File: src/rtl/mpeg2enc_pkg.sv
// Shared definitions for the MPEG-2 encoder host master: register map,
// status bit positions and the sequencing state encoding.
package mpeg2enc_pkg;

   localparam logic [7:0] STATUS_ADDR  = 8'h00;
   localparam logic [7:0] BUF1_ADDR    = 8'h04;
   localparam logic [7:0] BUF2_ADDR    = 8'h08;
   localparam logic [7:0] RELEASE_ADDR = 8'h0C;

   localparam int STAT_READY = 0;
   localparam int STAT_BUF1  = 1;
   localparam int STAT_BUF2  = 2;

   typedef enum logic [2:0] {
      ST_IDLE,
      ST_POLL_READY,
      ST_WRITE_START,
      ST_POLL_BUF,
      ST_READ,
      ST_RELEASE,
      ST_FINISH
   } state_t;

endpackage

File: src/rtl/mpeg2enc_host_master_if.sv
// Register-bus and output-stream signals between the host master and the
// encoder slave / stream sink.
interface mpeg2enc_host_master_if;

   logic [7:0]  bus_addr;
   logic        bus_rd_en;
   logic        bus_wr_en;
   logic [31:0] bus_wdata;
   logic [31:0] bus_rdata;
   logic [31:0] m_data;
   logic        m_valid;
   logic        m_ready;

   modport master (
      output bus_addr, bus_rd_en, bus_wr_en, bus_wdata, m_data, m_valid,
      input  bus_rdata, m_ready
   );

   modport slave (
      input  bus_addr, bus_rd_en, bus_wr_en, bus_wdata, m_data, m_valid,
      output bus_rdata, m_ready
   );

endinterface

File: src/rtl/mpeg2enc_out_slot.sv
// Single-entry valid/ready holding register; free tells the sequencer a new
// word may be captured on the coming edge without overwriting an unsent one.
module mpeg2enc_out_slot (
   input  logic        clock,
   input  logic        reset_n,
   input  logic        load,
   input  logic        flush,
   input  logic [31:0] load_data,
   input  logic        ready,
   output logic        valid,
   output logic [31:0] data,
   output logic        free
);

   assign free = !valid || ready;

   // A load on the same edge as an accept replaces the word with no bubble.
   always_ff @(posedge clock) begin
      if (!reset_n) begin
         valid <= 1'b0;
         data  <= '0;
      end else if (flush) begin
         valid <= 1'b0;
      end else if (load) begin
         valid <= 1'b1;
         data  <= load_data;
      end else if (valid && ready) begin
         valid <= 1'b0;
      end
   end

endmodule

File: src/rtl/mpeg2enc_host_master.sv
// Bus initiator that starts the MPEG-2 encoder, drains its ping-pong output
// buffers word by word, releases them, and streams the words to a sink.
module mpeg2enc_host_master
   import mpeg2enc_pkg::*;
#(
   parameter int WORDS_PER_BUF  = 16,
   parameter int TIMEOUT_CYCLES = 1024,
   parameter int CNT_W          = 16
) (
   input  logic                  clock,
   input  logic                  reset_n,
   input  logic                  start,
   input  logic [CNT_W-1:0]      num_bufs,
   output logic                  busy,
   output logic                  done,
   output logic                  error,
   mpeg2enc_host_master_if.master bus
);

   localparam int WORD_W = $clog2(WORDS_PER_BUF + 1);
   localparam int WAIT_W = $clog2(TIMEOUT_CYCLES + 1);
   localparam logic [WORD_W-1:0] WORD_LAST = WORD_W'(WORDS_PER_BUF - 1);
   localparam logic [WAIT_W-1:0] WAIT_LAST = WAIT_W'(TIMEOUT_CYCLES - 1);

   state_t             state;
   logic               rd_q;
   logic               wr_q;
   logic [7:0]         addr_q;
   logic [31:0]        wdata_q;
   logic               cur;
   logic [CNT_W-1:0]   num_bufs_q;
   logic [CNT_W-1:0]   buf_cnt;
   logic [WORD_W-1:0]  word_cnt;
   logic [WAIT_W-1:0]  wait_cnt;
   logic               busy_q;
   logic               done_q;
   logic               error_q;

   logic               slot_free;
   logic               slot_valid;
   logic [31:0]        slot_data;
   logic               rd_fire;
   logic               cur_full;
   logic               poll_fail;
   logic               abort_now;

   // Buffer reads are the only strobe that waits on the sink, so the
   // registered read request is gated by slot availability in READ.
   assign rd_fire   = rd_q && ((state != ST_READ) || slot_free);
   assign cur_full  = cur ? bus.bus_rdata[STAT_BUF2] : bus.bus_rdata[STAT_BUF1];
   assign poll_fail = ((state == ST_POLL_READY) && !bus.bus_rdata[STAT_READY]) ||
                      ((state == ST_POLL_BUF)   && !cur_full);
   assign abort_now = poll_fail && (wait_cnt == WAIT_LAST);

   assign bus.bus_rd_en = rd_fire;
   assign bus.bus_wr_en = wr_q;
   assign bus.bus_addr  = (rd_fire || wr_q) ? addr_q : 8'h00;
   assign bus.bus_wdata = wr_q ? wdata_q : 32'h0;
   assign bus.m_valid   = slot_valid;
   assign bus.m_data    = slot_data;
   assign busy          = busy_q;
   assign done          = done_q;
   assign error         = error_q;

   mpeg2enc_out_slot u_slot (
      .clock     (clock),
      .reset_n   (reset_n),
      .load      ((state == ST_READ) && rd_fire),
      .flush     (abort_now),
      .load_data (bus.bus_rdata),
      .ready     (bus.m_ready),
      .valid     (slot_valid),
      .data      (slot_data),
      .free      (slot_free)
   );

   always_ff @(posedge clock) begin
      if (!reset_n) begin
         state      <= ST_IDLE;
         rd_q       <= 1'b0;
         wr_q       <= 1'b0;
         addr_q     <= '0;
         wdata_q    <= '0;
         cur        <= 1'b0;
         num_bufs_q <= '0;
         buf_cnt    <= '0;
         word_cnt   <= '0;
         wait_cnt   <= '0;
         busy_q     <= 1'b0;
         done_q     <= 1'b0;
         error_q    <= 1'b0;
      end else begin
         done_q  <= 1'b0;
         error_q <= 1'b0;
         if (abort_now) begin
            rd_q    <= 1'b0;
            addr_q  <= '0;
            busy_q  <= 1'b0;
            error_q <= 1'b1;
            state   <= ST_IDLE;
         end else begin
            case (state)
               ST_IDLE: begin
                  if (start) begin
                     if (num_bufs != '0) begin
                        num_bufs_q <= num_bufs;
                        busy_q     <= 1'b1;
                        buf_cnt    <= '0;
                        word_cnt   <= '0;
                        wait_cnt   <= '0;
                        cur        <= 1'b0;
                        rd_q       <= 1'b1;
                        addr_q     <= STATUS_ADDR;
                        state      <= ST_POLL_READY;
                     end else begin
                        done_q <= 1'b1;
                     end
                  end
               end
               ST_POLL_READY: begin
                  if (!poll_fail) begin
                     rd_q    <= 1'b0;
                     wr_q    <= 1'b1;
                     addr_q  <= STATUS_ADDR;
                     wdata_q <= 32'h1;
                     state   <= ST_WRITE_START;
                  end else begin
                     wait_cnt <= wait_cnt + WAIT_W'(1);
                  end
               end
               ST_WRITE_START: begin
                  wr_q     <= 1'b0;
                  rd_q     <= 1'b1;
                  addr_q   <= STATUS_ADDR;
                  cur      <= 1'b0;
                  wait_cnt <= '0;
                  state    <= ST_POLL_BUF;
               end
               ST_POLL_BUF: begin
                  if (!poll_fail) begin
                     addr_q   <= cur ? BUF2_ADDR : BUF1_ADDR;
                     word_cnt <= '0;
                     state    <= ST_READ;
                  end else begin
                     wait_cnt <= wait_cnt + WAIT_W'(1);
                  end
               end
               ST_READ: begin
                  if (rd_fire) begin
                     if (word_cnt == WORD_LAST) begin
                        rd_q    <= 1'b0;
                        wr_q    <= 1'b1;
                        addr_q  <= RELEASE_ADDR;
                        wdata_q <= cur ? 32'h2 : 32'h1;
                        state   <= ST_RELEASE;
                     end else begin
                        word_cnt <= word_cnt + WORD_W'(1);
                     end
                  end
               end
               ST_RELEASE: begin
                  wr_q    <= 1'b0;
                  cur     <= ~cur;
                  buf_cnt <= buf_cnt + CNT_W'(1);
                  if ((buf_cnt + CNT_W'(1)) == num_bufs_q) begin
                     addr_q <= '0;
                     state  <= ST_FINISH;
                  end else begin
                     rd_q     <= 1'b1;
                     addr_q   <= STATUS_ADDR;
                     wait_cnt <= '0;
                     state    <= ST_POLL_BUF;
                  end
               end
               ST_FINISH: begin
                  // Completion waits for the sink to take the last word.
                  if (!slot_valid) begin
                     done_q <= 1'b1;
                     busy_q <= 1'b0;
                     state  <= ST_IDLE;
                  end
               end
               default: state <= ST_IDLE;
            endcase
         end
      end
   end

endmodule

File: src/flat_wrapper.sv
// flat-port wrapper written by rule: the top's interface ports become plain ports
module mpeg2enc_host_master_flat import mpeg2enc_pkg::*;
#(
   parameter int WORDS_PER_BUF  = 16,
   parameter int TIMEOUT_CYCLES = 1024,
   parameter int CNT_W          = 16
)
  (clock, reset_n, start, num_bufs, busy, done, error, bus_bus_addr, bus_bus_rd_en, bus_bus_wr_en, bus_bus_wdata, bus_m_data, bus_m_valid, bus_bus_rdata, bus_m_ready);
  mpeg2enc_host_master_if bus_i ();
  input  logic clock;
  input  logic reset_n;
  input  logic start;
  input  logic [CNT_W-1:0] num_bufs;
  output logic busy;
  output logic done;
  output logic error;
  output wire logic [$bits(bus_i.bus_addr)-1:0] bus_bus_addr;
  output wire logic [$bits(bus_i.bus_rd_en)-1:0] bus_bus_rd_en;
  output wire logic [$bits(bus_i.bus_wr_en)-1:0] bus_bus_wr_en;
  output wire logic [$bits(bus_i.bus_wdata)-1:0] bus_bus_wdata;
  output wire logic [$bits(bus_i.m_data)-1:0] bus_m_data;
  output wire logic [$bits(bus_i.m_valid)-1:0] bus_m_valid;
  input wire logic [$bits(bus_i.bus_rdata)-1:0] bus_bus_rdata;
  input wire logic [$bits(bus_i.m_ready)-1:0] bus_m_ready;
  assign bus_bus_addr = bus_i.bus_addr;
  assign bus_bus_rd_en = bus_i.bus_rd_en;
  assign bus_bus_wr_en = bus_i.bus_wr_en;
  assign bus_bus_wdata = bus_i.bus_wdata;
  assign bus_m_data = bus_i.m_data;
  assign bus_m_valid = bus_i.m_valid;
  assign bus_i.bus_rdata = bus_bus_rdata;
  assign bus_i.m_ready = bus_m_ready;
  mpeg2enc_host_master #(.WORDS_PER_BUF(WORDS_PER_BUF), .TIMEOUT_CYCLES(TIMEOUT_CYCLES), .CNT_W(CNT_W)) u_core (.clock(clock), .reset_n(reset_n), .start(start), .num_bufs(num_bufs), .busy(busy), .done(done), .error(error), .bus(bus_i));
endmodule
File: config.mk
export PLATFORM = sky130hd
export DESIGN_NAME = mpeg2enc_host_master_flat
export DESIGN_NICKNAME = d
export VERILOG_FILES = /design/src/rtl/mpeg2enc_pkg.sv /design/src/rtl/mpeg2enc_host_master_if.sv /design/src/rtl/mpeg2enc_out_slot.sv /design/src/rtl/mpeg2enc_host_master.sv /design/src/flat_wrapper.sv
export SDC_FILE = /design/constraint.sdc
export NUM_CORES = 1
export LEC_CHECK = 0
export ABC_AREA = 1
export CAP_MARGIN = 20
export CORE_UTILIZATION = 25
export CTS_CLUSTER_DIAMETER = 50
export DETAILED_ROUTE_END_ITERATION = 8
export GPL_TIMING_DRIVEN = 0
export HOLD_SLACK_MARGIN = 0.12
export SYNTH_ARGS = -nofsm -noshare
export SYNTH_HDL_FRONTEND = slang
export SYNTH_SLANG_ARGS = --single-unit
File: constraint.sdc
create_clock -name clock -period 3.7 [get_ports clock]
set_input_delay 1.11 -clock clock [delete_from_list [all_inputs] [get_ports clock]]
set_output_delay 1.11 -clock clock [all_outputs]
set_load 0.01 [all_outputs]
# After elaboration in Yosys (flattened, before gate mapping)
# Index checks and enable logic that the tools add are counted.
[totals]
ff_bits = 130
latch_bits = 0
mem_bits_rw = 0
romBits = 0
in_bits = 52
output_inout_bits = 78
n_memories = 0
[op_classes]
add_sub_neg = 3
mul = 0
div_mod_pow = 0
magnitude_cmp = 0
n_eq_ne = 20
n_shift = 0
muxes = 62
bitwise_logic = 3
reduce_logical = 40
[op_table]
columns = ["op", "count"]
rows = [
  ["$mux 32", 4],
  ["$pmux 32 s2", 1],
  ["$mux 8", 7],
  ["$mux 11", 4],
  ["$pmux 11 s4", 1],
  ["$pmux 8 s5", 1],
  ["$mux 16", 2],
  ["$pmux 16 s2", 1],
  ["$reduce_and 7->1", 4],
  ["$mux 5", 5],
  ["$mux 3", 8],
  ["$pmux 3 s7", 1],
  ["$mux 1", 19],
  ["$add 16x1->16 const B", 1],
  ["$eq 16x16->1", 1],
  ["$reduce_and 4->1", 4],
  ["$reduce_bool 16->1", 1],
  ["$pmux 5 s3", 1],
  ["$ne 2x2->1 const B", 7],
  ["$add 11x1->11 const B", 1],
  ["$eq 11x10->1 const B", 1],
  ["$reduce_and 5->1", 2],
  ["$reduce_bool 5->1", 2],
  ["$eq 3x3->1 const B", 3],
  ["other kinds (22)", 46],
]

# Logic depth before layout (Yosys ltp)
# Gate-level depths: netlist of the first run.
[logic_depth]
depth_word = 7
depth_mapped = 17
ltp_nobuf = 16

# Hierarchy
# A second synthesis of the first run with hierarchy kept.
[unflattened]
cells_unflattened = 819
area_unflattened_um2 = 5301.3
[modules_own_cells]
columns = ["module", "n_inst", "cells_each", "area_each_um2", "seq_area_each_um2"]
rows = [
  ["mpeg2enc_host_master", 1, 605, 3877.5, 1221.2],
  ["mpeg2enc_out_slot", 1, 214, 1423.9, 660.6],
]

# Least setup slack after synthesis of the first run
# Ideal clock, no wire load.
[synth_timing]
path_kind = "input to output"
startpoint = "input port bus_m_ready"
endpoint = "output port bus_bus_rd_en"
arrival_time_ns = 1.913
setup_slack_ns = 0.677
path_stages = 4
n_path_buf = 1
path_cell_list = "or2_2 o21ai_1 inv_2 clkbuf_1"
[synth_via]
elab_chain_len = 3
[synth_lines]
columns = ["item", "line", "text"]
rows = [
  ["start: declaration", "flat_wrapper.sv:24", "input wire logic [$bits(bus_i.m_ready)-1:0] bus_m_ready;"],
  ["$logic_or 1x1->1", "mpeg2enc_out_slot.sv:15", "assign free = !valid || ready;"],
  ["$logic_or 1x1->1", "mpeg2enc_host_master.sv:49", "assign rd_fire = rd_q && ((state != ST_READ) || slot_free);"],
  ["$logic_and 1x1->1", "mpeg2enc_host_master.sv:49", ""],
  ["end: declaration", "flat_wrapper.sv:18", "output wire logic [$bits(bus_i.bus_rd_en)-1:0] bus_bus_rd_en;"],
]
# Every way passes these cells.

# Worst setup path after layout of the first run
[layout_timing]
startpoint = "input port bus_m_ready"
endpoint = "output port bus_bus_addr[3]"
[layout_via]
elab_chain_len = 5
[layout_lines]
columns = ["item", "line", "text"]
rows = [
  ["$logic_or 1x1->1", "mpeg2enc_out_slot.sv:15", ""],
  ["$logic_or 1x1->1", "mpeg2enc_host_master.sv:49", ""],
  ["$logic_and 1x1->1", "mpeg2enc_host_master.sv:49", ""],
  ["$logic_or 1x1->1", "mpeg2enc_host_master.sv:57", "assign bus.bus_addr = (rd_fire || wr_q) ? addr_q : 8'h00;"],
  ["$mux 8", "mpeg2enc_host_master.sv:57", ""],
  ["end: declaration", "flat_wrapper.sv:17", "output wire logic [$bits(bus_i.bus_addr)-1:0] bus_bus_addr;"],
]
# Every way passes these cells.

==> qor.csv, run 1 <==
metric,value,unit
status,completed,
CTS Buf Count,9,
CP bufs+invs,2,
CTS sink count,94,
post-synthesis async set-or-reset flop share,0,%
crit path capture type,primary output,
Final Setup Violations,0,
final worst setup slack,135,ps
FF-to-FF path depth,13,
Slew @ Worst Pin,742,ps
Synth Area in Adders,0.986,%
startpoint types,primary input,
antenna violations before repair,0,
Initial DRT Pass Iterations,5,
f_max,280,MHz
endpoint of the worst hold-timing path,u_core.u_slot.data[19],
CP arrival,2460,ps
Post-synth top flop,dfxtp_1,
kind of critical path,primary input to primary output,
DIE HEIGHT,144,um
sequential area share after synthesis,37.1,%
via/cell ratio,4.43,
final net count,934,
DRT Wirelength,14100,um
Syn Area/Cell,6.87,um^2
Peak VDD IR,362,uV
I/O pin count,130,
layout cells sized above 1,12.0,%
Setup TNS,0,ps
Hold Crit Class,flop to flop,
RR Startpoint,u_core.buf_cnt[1],
Clock Tree Root,clkbuf_16,
post-DR wirelength/cell,12.3,um
cts hold-fix bufs,0,
PwrDens,528,nW/um^2
synth top area cells,"dfxtp_1 (37%), nand2_1 (11%), nand3_1 (9.7%)",
final routed DRC violation total,0,
Tcrit/Tclk final,96.4,%
slowest cell on the critical path,clkdlybuf4s50_1,
clock-pin slew on the worst setup and hold paths,70,ps
Cells on Worst Hold Path,2,
critical path data required time,2590,ps
DRT iter0 DRCs,203,
die width,144,um
r2r setup slk,1310,ps
Clock Path Buffers,2,
"flops & latches, synth",94,
min-delay src,u_core.u_slot.data[19],
"Max FO, Critical Path",3,
pre-CTS setup slack,-432,ps
"EDFF count, synth",0,
GPL Wtd Cong,0.818,
design area,6780,um^2
critical path's top delay family,buffers and inverters,
die area,20900,um^2
Final Hold Viols,0,
Port Buffers,93,
TritonCTS clock tree,built,
post-synth top area cell,dfxtp_1,
largest family of logic cells by synthesized area,simple AND/OR/NAND/NOR gates,
worst skew pair latency,350,ps
cell leakage power,2.67,nW
largest net degree at the start of global routing,17,
core area,19700,um^2
Clock H-tree levels,3,
remaining antenna violation count,0,
worst-path cell chain,clkdlybuf4s50_1 > or2_2 > o21ai_2 > a21boi_0 > dlygate4sd2_1,
Starting Density,25.8,%
GRT Util Overall,14.3,%
Post-Synth Simple-Gate Area,32.7,%
diode count,0,
vias,5088,
number of global-route vias before repair,4573,
placed cell areas,6470,um^2
mapped cell area,5070,um^2
Area growth syn-to-layout,33.6,%
"Largest stage delay, worst path",390,ps
first-pass GRT wire length,23100,um
worst clock skew,7.08,ps
fin. max-slew vios,0,
Compound-Gate Fraction of Synth Area,13.9,%
post-synthesis cell count,739,
Period minus WS final,3570,ps
Synth top area share,37.1,%
# rows,51,
post-DP HPWL,10500,um
post-synthesis xor/xnor area fraction,1.65,%
Critical R2R Capture,u_core.wait_cnt[7],
YS warnings,0,
GRT overflow,0,
Worst slew margin,50.1,%
max cap viols,0,
RSZ-0062 raised after global routing,false,
Netlist cell types,42,
mux share of post-synthesis cell area,0,%
[logic make-up after synthesis]
family	after synthesis
xor+xnor	8
other cells	1
fa+ha+maj	4
buf+inv	141
compound gates	134
simple gates	357
flops	94
[Yosys cell counts, types with 2 or more instances]
cell type,instances
clkbuf_1,17
nand2_1,150
nand2_2,3
nand3_2,9
inv_1,60
or2_2,4
buf_1,3
nor4_1,3
o22ai_1,5
buf_4,37
nor2_4,5
o21ai_1,7
xor2_1,5
xnor2_1,2
ha_1,4
nor3_1,4
nand3_1,98
clkinv_1,3
o21ai_0,24
buf_6,2
nor2_2,5
nand4_1,12
nor2_1,59
inv_2,12
o21bai_1,2
buf_2,7
a21oi_1,89
dfxtp_1,94
[per-layer routing]
layer  global-route usage (%)  wire length, um  vias to the layer above
met5                        0                0                        -
met4                     6.09              276                        0
met3                     4.77             1210                       16
met2                     22.0             6120                      155
met1                     18.1             6500                     2274
li1                         -                -                     2643
[sequential cells by signal, indices dropped and copies added, names as in the netlist]
register	count
u_core.rd_q	1
u_core.bus.bus_wr_en	1
u_core.cur	1
u_core.buf_cnt	16
u_core.wdata_q	2
u_core.busy	1
u_core.state	3
u_core.u_slot.valid	1
u_core.error	1
u_core.u_slot.data	32
u_core.wait_cnt	11
u_core.word_cnt	5
u_core.done	1
u_core.num_bufs_q	16
u_core.addr_q	2
[worst max-delay path by stage]
stage | start | to | cells past startpoint | slack, ps
3_5_place_dp | bus_m_ready | bus_bus_rd_en | 6 | -430
2_1_floorplan | bus_m_ready | bus_bus_rd_en | 4 | 680
3_3_place_gp | bus_m_ready | bus_bus_rd_en | 6 | -450
6_report | bus_m_ready | bus_bus_addr[3] | 5 | 130
4_1_cts | bus_m_ready | bus_bus_addr[3] | 5 | 100
5_1_grt | bus_m_ready | bus_bus_addr[3] | 5 | 50
[report_power, final]
group / total, mW / internal, mW / switching (mW)
sequential: 1.32 / 1.19 / 0.130
combinational: 1.29 / 0.501 / 0.791
clock: 0.966 / 0.546 / 0.420
total: 3.58 / 2.24 / 1.34
[layout by cell type (no fill, tap or decap), types with 12 or more instances in the layout]
cell type	instances
nand3_1	98
o21ai_0	24
a21oi_1	89
nand4_1	12
inv_2	12
dfxtp_1	94
clkdlybuf4s50_1	90
buf_4	38
inv_1	60
nand2_1	150
conb_1	36
nor2_1	59
clkbuf_1	16
[through the flow]
stage	hold slack, ps	utilization [%]	total power [mW]	std cells
global placement	436	32.9	2.62	1132
detailed placement	447	32.9	2.63	1132
finish	459	34.5	3.58	1148
floorplan	424	-	2.25	774
global route	479	34.5	3.84	1148
CTS	461	34.5	3.61	1148
[worst reg2reg max path: cells and delay by family, from the launching register on]
kind                       cells  cell delay [ps]
and+or+nand+nor               10             1310
DFF                            1              420
adders and majority gates      1              260
buffers and inverters          1              180
AOI/OAI and AO/OA              1              130
[repair_timing]
action,CTS,global route
setup buffers,1,0
endpoints found under the setup margin,3,0
gates resized for setup,4,0
[area by class of cell]
cell class,instances,area (um^2)
buffer,65,407
clock inverter,6,68.8
timing repair buffer,94,935
inverter,75,282
multi-input combinational,539,2640
clock buffer,10,239
fill,2151,12900
tap,265,332
sequential,94,1880
No activity file was read; power rests on OpenSTA's default activity.
==> run 2, diff against run 1 <==
Settings changed: CTS_CLUSTER_DIAMETER 50 to 120.
==> results of run 2 <==
The final DEF is identical to that of run 1; final timing and power are the same.
==> run 3, diff against run 2 <==
Settings changed: MAX_ROUTING_LAYER set to met4.
==> run 3 against run 2 <==
- flip-flop and latch count unchanged
- global-route usage up 0.34 points
- sequential power about the same
- fmax about the same
- combinational power about the same
- cell area unchanged
- clock-buffer cell count unchanged
- hold slack about the same
- largest power group unchanged
- highest routed layer unchanged
==> qor.csv, run 3 (synthesis gave the netlist of run 1 again) <==
metric,value,unit,change
Clock Tree Root,clkbuf_16,,unchanged
RSZ-0062 raised after global routing,false,,unchanged
"Largest stage delay, worst path",390,ps,about the same
post-DP HPWL,10500,um,unchanged
f_max,280,MHz,about the same
Final Hold Viols,0,,unchanged
final net count,934,,unchanged
DIE HEIGHT,144,um,unchanged
Regs by FF count,"u_core.u_slot.data x32, u_core.buf_cnt x16, u_core.num_bufs_q x16",,unchanged
r2r setup slk,1310,ps,about the same
final routed DRC violation total,0,,unchanged
power share of the clock group,27.0,%,about the same
layout cells sized above 1,12.0,%,unchanged
startpoint types,primary input,,unchanged
largest net degree at the start of global routing,17,,unchanged
"Max FO, Critical Path",3,,unchanged
Routed met1 length,6620,um,was 6500 um
switch share,37.4,%,about the same
placed cell areas,6470,um^2,unchanged
CTS sink count,94,,unchanged
Starting Density,25.8,%,unchanged
max cap viols,0,,unchanged
Tcrit/Tclk final,96.4,%,about the same
CTS Buf Count,9,,unchanged
Slew @ Worst Pin,740,ps,was 742 ps
DR WL met2,6080,um,was 6120 um
cell leakage power,2.67,nW,unchanged
core area,19700,um^2,unchanged
Largest register FFs,32,,unchanged
clock-pin slew on the worst setup and hold paths,70,ps,about the same
diode count,0,,unchanged
design area,6780,um^2,unchanged
critical path data required time,2590,ps,about the same
Clock Path Buffers,2,,unchanged
vias,5083,,was 5088
first-pass GRT wire length,23000,um,was 23100 um
PwrDens,528,nW/um^2,about the same
Seq pwr share,36.9,%,about the same
Port Buffers,93,,unchanged
crit path capture type,primary output,,unchanged
Period minus WS final,3570,ps,about the same
I/O pin count,130,,unchanged
worst-path cell chain,clkdlybuf4s50_1 > or2_2 > o21ai_2 > a21boi_0 > dlygate4sd2_1,,unchanged
via/cell ratio,4.43,,about the same
P_int,2.24,mW,about the same
GPL Wtd Cong,0.830,,was 0.818
"commonest non-fill, non-tap cell in the layout",nand2_1,,unchanged
pre-CTS setup slack,-432,ps,unchanged
TritonCTS clock tree,built,,unchanged
post-DR wirelength/cell,12.3,um,about the same
# rows,51,,unchanged
Max Used Layer,met4,,unchanged
die area,20900,um^2,unchanged
Worst slew margin,50.2,%,was 50.1%
DRT Wirelength,14100,um,about the same
Min Hold Slack,459,ps,about the same
Logic pwr share,36.1,%,about the same
antenna violations before repair,0,,unchanged
fin. max-slew vios,0,,unchanged
Final Setup Violations,0,,unchanged
slowest cell on the critical path,clkdlybuf4s50_1,,unchanged
DRT iter0 DRCs,235,,was 203
worst skew pair latency,350,ps,about the same
status,completed,,unchanged
met3 wire length,1120,um,was 1210 um
Setup TNS,0,ps,unchanged
Hold Crit Class,flop to flop,,unchanged
Largest Register,u_core.u_slot.data,,unchanged
die width,144,um,unchanged
Filler cells,2151,,unchanged
most frequent cells in the layout,"nand2_1 (150), nand3_1 (98), dfxtp_1 (94), clkdlybuf4s50_1 (90), a21oi_1 (89)",,unchanged
Peak VDD IR,365,uV,was 362 uV
Sw Pwr,1.34,mW,about the same
remaining antenna violation count,0,,unchanged
kind of critical path,primary input to primary output,,unchanged
Clock H-tree levels,3,,unchanged
post-layout util,34.5,%,unchanged
Initial DRT Pass Iterations,5,,unchanged
multi-input logic area,2640,um^2,unchanged
CP arrival,2460,ps,about the same
Area growth syn-to-layout,33.6,%,unchanged
GRT overflow,0,,unchanged
number of global-route vias before repair,4599,,was 4573
final worst setup slack,135,ps,about the same
register area,1880,um^2,unchanged
GRT Util Overall,14.6,%,was 14.3%
worst clock skew,7.34,ps,was 7.08 ps
## run 3: power by group through the flow
stage          clock [mW]  combinational [mW]  sequential, mW
4_1_cts             0.994                1.30            1.32
6_report            0.966                1.29            1.32
5_1_grt              1.03                1.46            1.35
2_1_floorplan           0               0.940            1.31
3_3_place_gp            0                1.28            1.34
3_5_place_dp            0                1.29            1.34
## run 3: final cells by class
| type | count | area share, % |
|---|---|---|
| clock inverters | 6 | 1.01 |
| plain buffers | 65 | 6.00 |
| well taps | 265 | 4.89 |
| inverters | 75 | 4.15 |
| multi-input cells | 539 | 38.9 |
| clock buffers | 10 | 3.52 |
| flip-flops and latches | 94 | 27.8 |
| repair buffers | 94 | 13.8 |
## run 3: timing repair
action                                  CTS  global route
endpoints found under the setup margin    3             0
resized for setup                         4             0
endpoints found under the hold margin     0             0
hold buffers                              0             0
buffers inserted                          1             0
## run 3: critical path, delay by kind of cell
kind	cells	cell delay, ps
buffers and inverters	2	700
AND/OR/NAND/NOR	1	320
AO/OA/AOI/OAI	2	320
## run 3: metrics by stage
step | instances | power (mW)
detailed placement | 1132 | 2.63
CTS | 1148 | 3.61
global route | 1148 | 3.83
floorplan | 774 | 2.25
global placement | 1132 | 2.62
finish | 1148 | 3.58
## run 3: path summary, 6_finish.rpt
check	from	end	cells past startpoint
worst min register to register	u_core.u_slot.data[19]	u_core.u_slot.data[19]	2
worst max-delay path	bus_m_ready	bus_bus_addr[3]	5
worst min-delay path	u_core.u_slot.data[19]	u_core.u_slot.data[19]	2
worst max register to register	u_core.buf_cnt[1]	u_core.wait_cnt[1]	13
## run 3: layer usage
metal	track usage, %	up-vias
met2	22.2	161
met4	6.09	0
li1	-	2642
met1	18.2	2263
met3	4.01	17
met5	-	-
